[src/rtl/decrypt_seq_if.sv]
// Data-memory port bundle: the sequencer drives the pointers, write data and write enable;
// the memory returns read data combinationally from mem_raddr.
interface decrypt_seq_if #(
  parameter int W  = 8,
  parameter int AW = 8
);
  logic [AW-1:0] mem_raddr;
  logic [AW-1:0] mem_waddr;
  logic [W-1:0]  mem_wdata;
  logic          mem_we;
  logic [W-1:0]  mem_rdata;

  modport master (
    output mem_raddr, mem_waddr, mem_wdata, mem_we,
    input  mem_rdata
  );

  modport slave (
    input  mem_raddr, mem_waddr, mem_wdata, mem_we,
    output mem_rdata
  );
endinterface

[src/rtl/decrypt_seq.sv]
// Decrypt pass sequencer: XORs each source byte with a Fibonacci LFSR keystream into the destination.
// Start-to-done is len+2 cycles; start is accepted only in IDLE and ignored otherwise (no queuing).
module decrypt_seq #(
  parameter int W          = 8,
  parameter int byte_count = 256,
  parameter int LFSR_W     = 6,
  localparam int AW        = $clog2(byte_count)
) (
  input  logic              clk,
  input  logic              reset,
  input  logic              start,
  input  logic [AW-1:0]     src_base,
  input  logic [AW-1:0]     dst_base,
  input  logic [AW-1:0]     msg_len,
  input  logic [LFSR_W-1:0] taps,
  input  logic [LFSR_W-1:0] seed,
  decrypt_seq_if.master     mem,
  output logic              busy,
  output logic              done
);

  typedef enum logic [1:0] {IDLE, LOAD, RUN, DONE} state_t;

  state_t            state, state_nxt;
  logic [AW-1:0]     idx;
  logic [AW-1:0]     src;
  logic [AW-1:0]     dst;
  logic [AW-1:0]     len;
  logic [LFSR_W-1:0] lfsr;
  logic [LFSR_W-1:0] taps_q;
  logic [LFSR_W-1:0] seed_q;
  logic              last;

  assign last = (idx == len - AW'(1));

  always_ff @(posedge clk) begin
    if (reset) begin
      state  <= IDLE;
      idx    <= '0;
      lfsr   <= '0;
      src    <= '0;
      dst    <= '0;
      len    <= '0;
      taps_q <= '0;
      seed_q <= '0;
    end else begin
      state <= state_nxt;
      case (state)
        IDLE: begin
          if (start) begin
            src    <= src_base;
            dst    <= dst_base;
            len    <= msg_len;
            taps_q <= taps;
            seed_q <= seed;
          end
        end
        LOAD: begin
          idx  <= '0;
          lfsr <= seed_q;
        end
        RUN: begin
          idx  <= idx + AW'(1);
          lfsr <= {lfsr[LFSR_W-2:0], ^(lfsr & taps_q)};
        end
        default: ;
      endcase
    end
  end

  always_comb begin
    state_nxt     = state;
    busy          = 1'b0;
    done          = 1'b0;
    mem.mem_raddr = '0;
    mem.mem_waddr = '0;
    mem.mem_wdata = '0;
    mem.mem_we    = 1'b0;
    case (state)
      IDLE: begin
        if (start) state_nxt = LOAD;
      end
      LOAD: begin
        busy      = 1'b1;
        state_nxt = (len == '0) ? DONE : RUN;
      end
      RUN: begin
        busy          = 1'b1;
        mem.mem_raddr = src + idx;
        mem.mem_waddr = dst + idx;
        mem.mem_wdata = mem.mem_rdata ^ W'(lfsr);
        // A reset landing on this edge must not commit the byte in flight.
        mem.mem_we    = ~reset;
        if (last) state_nxt = DONE;
      end
      DONE: begin
        done      = 1'b1;
        state_nxt = IDLE;
      end
      default: state_nxt = IDLE;
    endcase
  end

endmodule
[src/flat_wrapper.sv]
// flat-port wrapper written by rule: the top's interface ports become plain ports
module decrypt_seq_flat 
#(
  parameter int W          = 8,
  parameter int byte_count = 256,
  parameter int LFSR_W     = 6,
  localparam int AW        = $clog2(byte_count)
)
  (clk, reset, start, src_base, dst_base, msg_len, taps, seed, busy, done, mem_mem_raddr, mem_mem_waddr, mem_mem_wdata, mem_mem_we, mem_mem_rdata);
  decrypt_seq_if #(.W(W)) mem_i ();
  input  logic clk;
  input  logic reset;
  input  logic start;
  input  logic [AW-1:0] src_base;
  input  logic [AW-1:0] dst_base;
  input  logic [AW-1:0] msg_len;
  input  logic [LFSR_W-1:0] taps;
  input  logic [LFSR_W-1:0] seed;
  output logic busy;
  output logic done;
  output wire logic [$bits(mem_i.mem_raddr)-1:0] mem_mem_raddr;
  output wire logic [$bits(mem_i.mem_waddr)-1:0] mem_mem_waddr;
  output wire logic [$bits(mem_i.mem_wdata)-1:0] mem_mem_wdata;
  output wire logic [$bits(mem_i.mem_we)-1:0] mem_mem_we;
  input wire logic [$bits(mem_i.mem_rdata)-1:0] mem_mem_rdata;
  assign mem_mem_raddr = mem_i.mem_raddr;
  assign mem_mem_waddr = mem_i.mem_waddr;
  assign mem_mem_wdata = mem_i.mem_wdata;
  assign mem_mem_we = mem_i.mem_we;
  assign mem_i.mem_rdata = mem_mem_rdata;
  decrypt_seq #(.W(W), .byte_count(byte_count), .LFSR_W(LFSR_W)) u_core (.clk(clk), .reset(reset), .start(start), .src_base(src_base), .dst_base(dst_base), .msg_len(msg_len), .taps(taps), .seed(seed), .mem(mem_i), .busy(busy), .done(done));
endmodule
[config.mk]
export PLATFORM = sky130hd
export DESIGN_NAME = decrypt_seq_flat
export DESIGN_NICKNAME = d
export VERILOG_FILES = /design/src/rtl/decrypt_seq_if.sv /design/src/rtl/decrypt_seq.sv /design/src/flat_wrapper.sv
export SDC_FILE = /design/constraint.sdc
export NUM_CORES = 1
export LEC_CHECK = 0
export CAP_MARGIN = 20
export CORE_ASPECT_RATIO = 0.5
export CORE_MARGIN = 2
export CORE_UTILIZATION = 39
export CTS_BUF_LIST = sky130_fd_sc_hd__clkbuf_4 sky130_fd_sc_hd__clkbuf_8 sky130_fd_sc_hd__clkbuf_16
export CTS_CLUSTER_SIZE = 12
export DETAILED_ROUTE_END_ITERATION = 12
export PLACE_DENSITY = 0.66
export SLEW_MARGIN = 20
export SYNTH_ARGS = -nofsm -noshare
export SYNTH_HDL_FRONTEND = slang
export SYNTH_SLANG_ARGS = --single-unit
[constraint.sdc]
create_clock -name clk -period 5.87 [get_ports clk]
set_clock_uncertainty 0.1 [all_clocks]
set_input_delay 0.587 -clock clk [delete_from_list [all_inputs] [get_ports clk]]
set_output_delay 0.587 -clock clk [all_outputs]
set_load 0.005 [all_outputs]
==> run metrics, run 1 <==
Seq cells post-synth=between 50 and 60; Sinks on Clock Net=52; Routability Congestion=0.807; CTS resizes=0; post-CTS setup buffer count=0; Pins Over Slew Limit=0; vias per std cell=about 5; placed cells=around 530; Crit Path Category=flip-flop to output pin; Synth Net Count=between 400 and 500; WL/cell=12.8 um; initial antenna violation count=0; maxcap violations=0; Data required, critical path=5180 ps; maximum clock path buffer count=2; Max Clock Freq=270 MHz; Worst EP arrival=~3000 ps; Tcrit/Tclk final=between 60 and 70%; power per cell area=about 340 mW/mm2; Crit-path slowest cell=dfxtp_1; final hold vios=0; Multi-input gate area=about 0.0018 mm2; worst-margin pin slew=763 ps; CP Max Fanout=8; Pwr Total=approximately 1400 uW; dominant synthesized flop cell=dfxtp_1; CP Cell Sequence=ha_1 -> a21o_1 -> a21oi_1 -> o21bai_1 -> a2111oi_0 -> o21ai_0 -> a21oi_1 -> clkdlybuf4s50_1; minimum clock period=~3700 ps; DR pass1 iterations=4; CTS buffer count=5; Die H=approximately 66 um; initial DRC count=69; Detail Route Antenna Nets=0; post-route insts no fill=approximately 540; DRT Wirelength=slightly below 7000 um; CTS H-Tree Depth=2; detailed placement HPWL=5130 um; CP startpoint kind=flip-flop; RSZ-0062 raised after global routing=false; Syn Area/Cell=7.91 um2; register area=around 0.0010 mm2; asr flop ratio synth=0%; I/O Pins=74; CTS clk-pin slew, worst paths=70 ps; register area share after synthesis=approximately a third; Initial Utilization=40.5%; Yosys Warn Count=0; layout cells sized above 1=under 10%; pin count of the biggest net entering global routing=between 40 and 50; Post-synth EDFFs=0; Leakage=between 0.0015 and 0.002 uW; hold slack final=between 300 and 400 ps; max_slew headroom=roughly half; Via Count=approximately 2600; commonest non-fill, non-tap cell in the layout=nand2_1; die area=~0.0084 mm2; # fillers=approximately 730; CTS tree=built; std cell rows=22; Final #Nets=roughly 510; ANT cells=0; Core Region=~0.0074 mm2; vias in the first global route=2507; commonest cells after routing, fill and taps aside=nand2_1, clkdlybuf4s50_1, a21oi_1; cell area after synthesis=0.00299 mm2; die width=around 130 um; Residual DRC=0; Total GRT Usage=between 10% and 20%; Critical Path Max Stage Delay=between 500 and 600 ps; Congestion Overflow GR=0; Critical Path Most Common Cell=a21oi_1; clk_lat worst skew=roughly 280 ps; Syn Inst Count=between 300 and 400; Unique masters post-synth=37; cts hold-fix bufs=0; Setup-failing EPs final=0; first-pass GRT wire length=11900 um; total negative slack=0 ps; Port Buf Inserts=between 70 and 80; status=finished clean; Finished Core Util=a little over half; Hold Crit Class=flip-flop to flip-flop; Root Driver=clkbuf_16; Area Overhead vs Synth=32.4%; Worst setup EP type=output pin; peak supply drop=around 0.00020 V
-- layout make-up --
cell class / count / share of cell area, %
multi-input combinational: 296 / 46.4
sequential: 52 / 26.3
timing repair buffer: 76 / 19.0
clock buffer: 5 / 3.16
tap: 96 / 3.03
clock inverter: 3 / 1.07
inverter: 11 / 1.04
-- registers in the layout (all words and copies together) (netlist names) --
name and cells:
u_core.src 8, u_core.len 8, u_core.idx 8, u_core.dst 8, u_core.state 2, u_core.lfsr 6, u_core.seed_q 6, u_core.taps_q 6
-- power by group --
part	leakage [uW]	switching, uW	internal [uW]
sequential	0.000426	57.7	418
combinational	0.00104	307	245
clock	0.0000798	127	200
total	0.00154	492	863
-- metal layers --
layer | global-route usage, % | vias to the layer above | share of wire [%]
met1 | 23.2 | 1187 | 52
met3 | 3.40 | 2 | 2.7
met5 | 0 | - | 0
li1 | - | 1395 | -
met2 | 30.5 | 38 | 45
met4 | 3.02 | 0 | 0.42
-- metrics by stage --
| stage | setup WS (ps) | area [um2] |
|---|---|---|
| 2_1_floorplan | 3250 | 2990 |
| 3_3_place_gp | 2570 | 3790 |
| 3_5_place_dp | 2510 | 3790 |
| 4_1_cts | 2180 | 3960 |
| 5_1_grt | 1920 | 3960 |
| 6_report | 2170 | 3960 |
-- synth_stat cells, types with 2 or more instances --
| cell | n | area share, % |
|---|---|---|
| nand2_1 | 87 | 11 |
| a21oi_1 | 55 | 9.2 |
| dfxtp_1 | 52 | 35 |
| nor2_1 | 29 | 3.6 |
| xnor2_1 | 23 | 6.7 |
| ha_1 | 21 | 8.8 |
| clkbuf_1 | 16 | 2.0 |
| xor2_1 | 15 | 4.4 |
| inv_1 | 11 | 1.4 |
| and2_1 | 7 | 1.5 |
| a211oi_1 | 6 | 1.5 |
| a21o_1 | 6 | 1.5 |
| mux2i_1 | 5 | 1.7 |
| or3_1 | 5 | 1.0 |
| o21ai_0 | 4 | 0.67 |
| o21bai_1 | 4 | 1.0 |
| buf_1 | 3 | 0.38 |
| nand4_1 | 3 | 0.63 |
| a2111oi_0 | 2 | 0.59 |
| and3_1 | 2 | 0.42 |
| fa_1 | 2 | 1.3 |
| nand3_1 | 2 | 0.33 |
| nor3_1 | 2 | 0.33 |
| o211ai_1 | 2 | 0.50 |
| or2_2 | 2 | 0.42 |
-- critical path, delay by kind of cell (launching register included) --
kind,cells,cell delay [ps]
compound gates,6,1360
fa+ha+maj,1,310
buf+inv,1,530
flops,1,540
-- path summary, 6_finish.rpt --
check                           cells after the start  slack (ps)                to              from
worst max-delay path                                8        2170  mem_mem_raddr[7]     u_core.idx[1]
worst min-delay path                                2         360  u_core.seed_q[5]  u_core.seed_q[5]
worst max register to register                      8        3270   u_core.state[0]     u_core.len[0]
worst min register to register                      2         360  u_core.seed_q[5]  u_core.seed_q[5]
-- logic make-up (layout without fill, tap and decap cells) --
group / after synthesis / in the layout / synth area share (%)
mux: 5 / 5 / 1.67
fa+ha+maj: 23 / 23 / 10.1
simple gates: 146 / 146 / 21.2
xor+xnor: 38 / 38 / 11.1
compound gates: 84 / 84 / 17.3
flops: 52 / 52 / 34.8
buf+inv: 30 / 95 / 3.77
(Power assumes the default switching activity.)
==> run 2, diff against run 1 <==
- clock period: 5.87 -> 3.5 ns (I/O delays scaled with it)
==> run 2 against run 1 <==
  * Cell area is 0.70% lower
  * Critical path type unchanged
  * Cell count decreased by 0.37%
  * Critical endpoint is now mem_mem_waddr[7]
  * Sequential cell count unchanged
  * Sequential power grew 68%
==> run metrics, run 2 (synthesis results as in run 1) <==
die area=around 0.0084 mm2; sw frac=37.3%; Combinational Power Share=around 43%; Crit Path Category=flip-flop to output pin; ANT cells=0; DR pass1 iterations=4; RSZ-0062 raised after global routing=false; Data required, critical path=around 3100 ps; Via Count=2647; minimum clock period=~3300 ps; Area Overhead vs Synth=31.5%; vias per std cell=approximately 4.9; delay-heaviest family, CP=compound AO/OA/AOI/OAI gates; CTS clk-pin slew, worst paths=~60 ps; Crit-path slowest cell=dfxtp_1; met3 wire length=280 um; Met2 Routed Length=between 3000 and 4000 um; sw power=a little over 800 uW; final hold vios=0; std cell rows=22; vias in the first global route=roughly 2500; max_slew headroom=between 40 and 50%; final setup margin=roughly 210 ps; total negative slack=0 ps; P_int=approximately 1400 uW; detailed placement HPWL=just over 5000 um; layout cells sized above 1=under 10%; Max Clock Freq=304 MHz; Congestion Overflow GR=0; DRT Wirelength=between 6000 and 7000 um; Sinks on Clock Net=52; commonest cells after routing, fill and taps aside=nand2_1, clkdlybuf4s50_1, a21oi_1; Root Driver=clkbuf_16; CP Max Fanout=9; Tcrit/Tclk final=94.0%; CP Cell Sequence=ha_1 -> a21oi_1 -> o21bai_1 -> a2111oi_0 -> o21ai_0 -> a21oi_1 -> clkdlybuf4s50_1; die width=128 um; wl on met1=~3500 um; placed cells=between 500 and 600; Worst setup EP type=output pin; status=finished clean; Core Region=0.00738 mm2; peak supply drop=0.000330 V; post-route insts no fill=approximately 540; Final #Nets=between 500 and 600; Port Buf Inserts=between 70 and 80; Residual DRC=0; Initial Utilization=roughly 41%; placed instance area=0.00380 mm2; Pins Over Slew Limit=0; maxcap violations=0; Worst EP arrival=2840 ps; initial DRC count=97; Setup-failing EPs final=0; Finished Core Util=roughly 53%; first-pass GRT wire length=roughly 12000 um; pin count of the biggest net entering global routing=48; I/O Pins=74; power per cell area=around 550 mW/mm2; Detail Route Antenna Nets=0; CP startpoint kind=flip-flop; post-CTS setup buffer count=0; CTS tree=built; initial antenna violation count=0; commonest non-fill, non-tap cell in the layout=nand2_1; Routability Congestion=a little over 0.8; pre-CTS setup slack=383 ps; Die H=65.9 um; Hold Crit Class=flip-flop to flip-flop; maximum clock path buffer count=2; CTS buffer count=5; worst-margin pin slew=~760 ps; Critical Path Max Stage Delay=around 520 ps; reg-to-reg slack, setup=880 ps; WL/cell=~13 um; design area=between 0.003 and 0.004 mm2; Reg power frac=between 30% and 40%; Critical Path Most Common Cell=a21oi_1; Total GRT Usage=17.8%; Leakage=roughly 0.0015 uW; uppermost layer routed=met4; CTS H-Tree Depth=2; clk_lat worst skew=290 ps; clock power share=about a fifth; worst path buffer plus inverter count=1
-- run 2: cell types whose count changed in the layout (fill, tap and decap cells not counted) --
cell / before / now
a2111oi_2: 0 / 1
buf_4: 3 / 4
a2111oi_0: 2 / 1
dfxtp_2: 0 / 1
clkinv_2: 1 / 0
bufinv_16: 1 / 0
clkinvlp_4: 1 / 0
dfxtp_1: 52 / 51
-- run 2: power groups by stage --
stage | registers (uW) | clock network, uW | logic, uW
finish | 798 | 451 | 931
global route | 813 | 491 | 1060
CTS | 798 | 467 | 941
detailed placement | 811 | 0 | 937
global placement | 808 | 0 | 927
floorplan | 783 | 0 | 649
-- run 2: layout make-up --
| cell class | instances | area, um2 |
|---|---|---|
| sequential | 52 | 1040 |
| multi-input combinational | 296 | 1840 |
| fill | 722 | 3440 |
| inverter | 11 | 41.3 |
| timing repair buffer | 77 | 761 |
| clock buffer | 5 | 125 |
| tap | 96 | 120 |
-- run 2: worst paths after layout --
kind | start | cells past startpoint | endpoint
min reg2reg | u_core.seed_q[1] | 2 | u_core.seed_q[1]
max | u_core.idx[2] | 7 | mem_mem_waddr[7]
max reg2reg | u_core.len[0] | 8 | u_core.state[0]
min | u_core.seed_q[1] | 2 | u_core.seed_q[1]
-- run 2: stage by stage --
step	total power [uW]	hold WS [ps]
global route	2360	371
detailed placement	1750	347
CTS	2210	356
global placement	1740	344
finish	2180	354
floorplan	1430	336
-- run 2: worst reg2reg max path: stages (launching register included) --
cell	delay, ps
dfxtp_1	380
inv_1	90
ha_1	280
or3b_1	370
a211oi_1	280
o211ai_1	180
o41ai_4	450
o211ai_1	160
a221oi_2	240
-- run 2: metal layers --
| metal | vias to the layer above | global-route usage, % |
|---|---|---|
| met5 | - | 0 |
| met4 | 0 | 6.73 |
| met3 | 9 | 3.40 |
| met2 | 55 | 29.4 |
| met1 | 1189 | 23.4 |
| li1 | 1394 | - |
-- run 2: repair_timing --
action                     4_1_cts  5_1_grt
resized for setup                0        3
setup endpoints to repair        0        2
hold buffers                     0        0
==> run 3, diff against run 2 <==
- CORE_ASPECT_RATIO: 0.5 -> 1.2
==> run 3 against run 2 <==
  * Critical path type unchanged
  * Global-route usage fell by 0.28 points
  * Cell area fell by 0.76%
  * Wire length rose by 1.7%
  * Combinational power rose by 2%
  * Non-clock buffer count rose by 1
  * Cell count did not move
  * Largest cell class unchanged
  * Sequential power barely moved
  * Worst setup slack improved by 43 ps
  * Critical path depth rose by 1
==> run metrics, run 3 (synthesis results as in run 1) <==
Area Overhead vs Synth=30.5%; sw frac=39.6%; Critical Path Max Stage Delay=roughly 520 ps; minimum clock period=between 3000 and 4000 ps; Crit. path cell count=8; vias in the first global route=between 2000 and 3000; clk_lat worst skew=between 300 and 400 ps; Routability Congestion=slightly above 0.8; hold slack final=359 ps; initial DRC count=between 100 and 150; worst-margin pin slew=777 ps; Via Count=2674; CP Max Fanout=8; Reg power frac=roughly two fifths; first-pass GRT wire length=12100 um; maximum clock path buffer count=2; maxcap violations=0; Data required, critical path=between 3000 and 4000 ps; P_int=between 1000 and 1500 uW; CTS buffer count=5; Residual DRC=0; worst path buffer plus inverter count=1; CP startpoint kind=flip-flop; pre-CTS setup slack=~380 ps; status=finished clean; max_slew headroom=approximately 48%; die width=about 84 um; Tcrit/Tclk final=92.7%; Sinks on Clock Net=52; Initial Utilization=39.5%; commonest non-fill, non-tap cell in the layout=nand2_1; vias per std cell=around 5.0; Root Driver=clkbuf_8; Detail Route Antenna Nets=0; Crit Path Category=flip-flop to output pin; Congestion Overflow GR=0; Core Region=0.00758 mm2; peak supply drop=~0.00027 V; CTS H-Tree Depth=2; die area=about 0.0084 mm2; WL/cell=approximately 13 um; Hold Path Stages=2; post-CTS setup buffer count=0; delay-heaviest family, CP=compound AO/OA/AOI/OAI gates; Crit-path slowest cell=clkdlybuf4s50_1; initial antenna violation count=0; CTS clk-pin slew, worst paths=about 100 ps; DR pass1 iterations=4; Leakage=between 0.0015 and 0.002 uW; Setup-failing EPs final=0; Pwr Total=about 2100 uW; pin count of the biggest net entering global routing=between 40 and 50; sw power=about 830 uW; cts hold-fix bufs=0; Worst setup EP type=output pin; Max Clock Freq=308 MHz; clock power share=between 10% and 20%; Critical Path Most Common Cell=a21oi_1; Die H=99.9 um; ANT cells=0; final setup margin=~250 ps; Total GRT Usage=around 18%; std cell rows=35; commonest cells after routing, fill and taps aside=nand2_1, clkdlybuf4s50_1, a21oi_1; Worst EP arrival=between 2000 and 3000 ps; Hold Crit Class=flip-flop to flip-flop; Combinational Power Share=a little under half; I/O Pins=74; CTS tree=built; CTS resizes=0; Final #Nets=between 500 and 600; placed cells=529; power per cell area=around 540 mW/mm2; detailed placement HPWL=approximately 5200 um; post-route insts no fill=around 540; DRT Wirelength=between 7000 and 8000 um; Port Buf Inserts=73; R2R cell count=8; Pins Over Slew Limit=0; CP Cell Sequence=ha_1 -> a21o_1 -> a21oi_1 -> o21bai_1 -> a2111oi_1 -> o21ai_0 -> a21oi_1 -> clkdlybuf4s50_1; final hold vios=0; layout cells sized above 1=about 5.2%
[run 3: path summary, 6_finish.rpt]
check	from	to	slack [ps]
setup / recovery	u_core.idx[1]	mem_mem_raddr[7]	250
hold / removal	u_core.taps_q[1]	u_core.taps_q[1]	360
setup reg to reg	u_core.len[0]	u_core.state[0]	850
hold reg to reg	u_core.taps_q[1]	u_core.taps_q[1]	360
[run 3: worst reg2reg max path: stages (launching register included)]
cell	delay [ps]
dfxtp_1	400
inv_1	90
ha_1	270
or3b_1	370
a211oi_1	280
o211ai_1	190
o41ai_4	470
o211ai_1	170
a221oi_2	230
[run 3: layout make-up]
type	count	area [um2]
multi-input combinational	296	1840
tap	92	115
fill	775	3670
inverter	11	41.3
clock inverter	3	21.3
sequential	52	1040
timing repair buffer	78	768
clock buffer	5	68.8
[run 3: power groups by stage]
stage | logic (uW) | registers [uW] | clock network [uW]
floorplan | 649 | 783 | 0
global placement | 935 | 810 | 0
detailed placement | 949 | 813 | 0
CTS | 956 | 799 | 359
global route | 1060 | 816 | 382
finish | 946 | 797 | 351
[run 3: metrics by stage]
step	utilization [%]	area [um2]	TNS, ps
finish	51.5	3900	0
global route	51.5	3900	-2.31
CTS	51.4	3890	0
detailed placement	50.2	3800	0
global placement	50.2	3800	0
floorplan	-	2990	0
[run 3: per-layer routing]
metal,vias to the layer above,wire length [um],track usage [%],part of all wire [%]
li1,1394,-,-,-
met1,1220,3040,20.1,43
met2,52,3680,33.8,52
met3,8,246,2.88,3.5
met4,0,93,4.22,1.3
met5,-,0,0,0
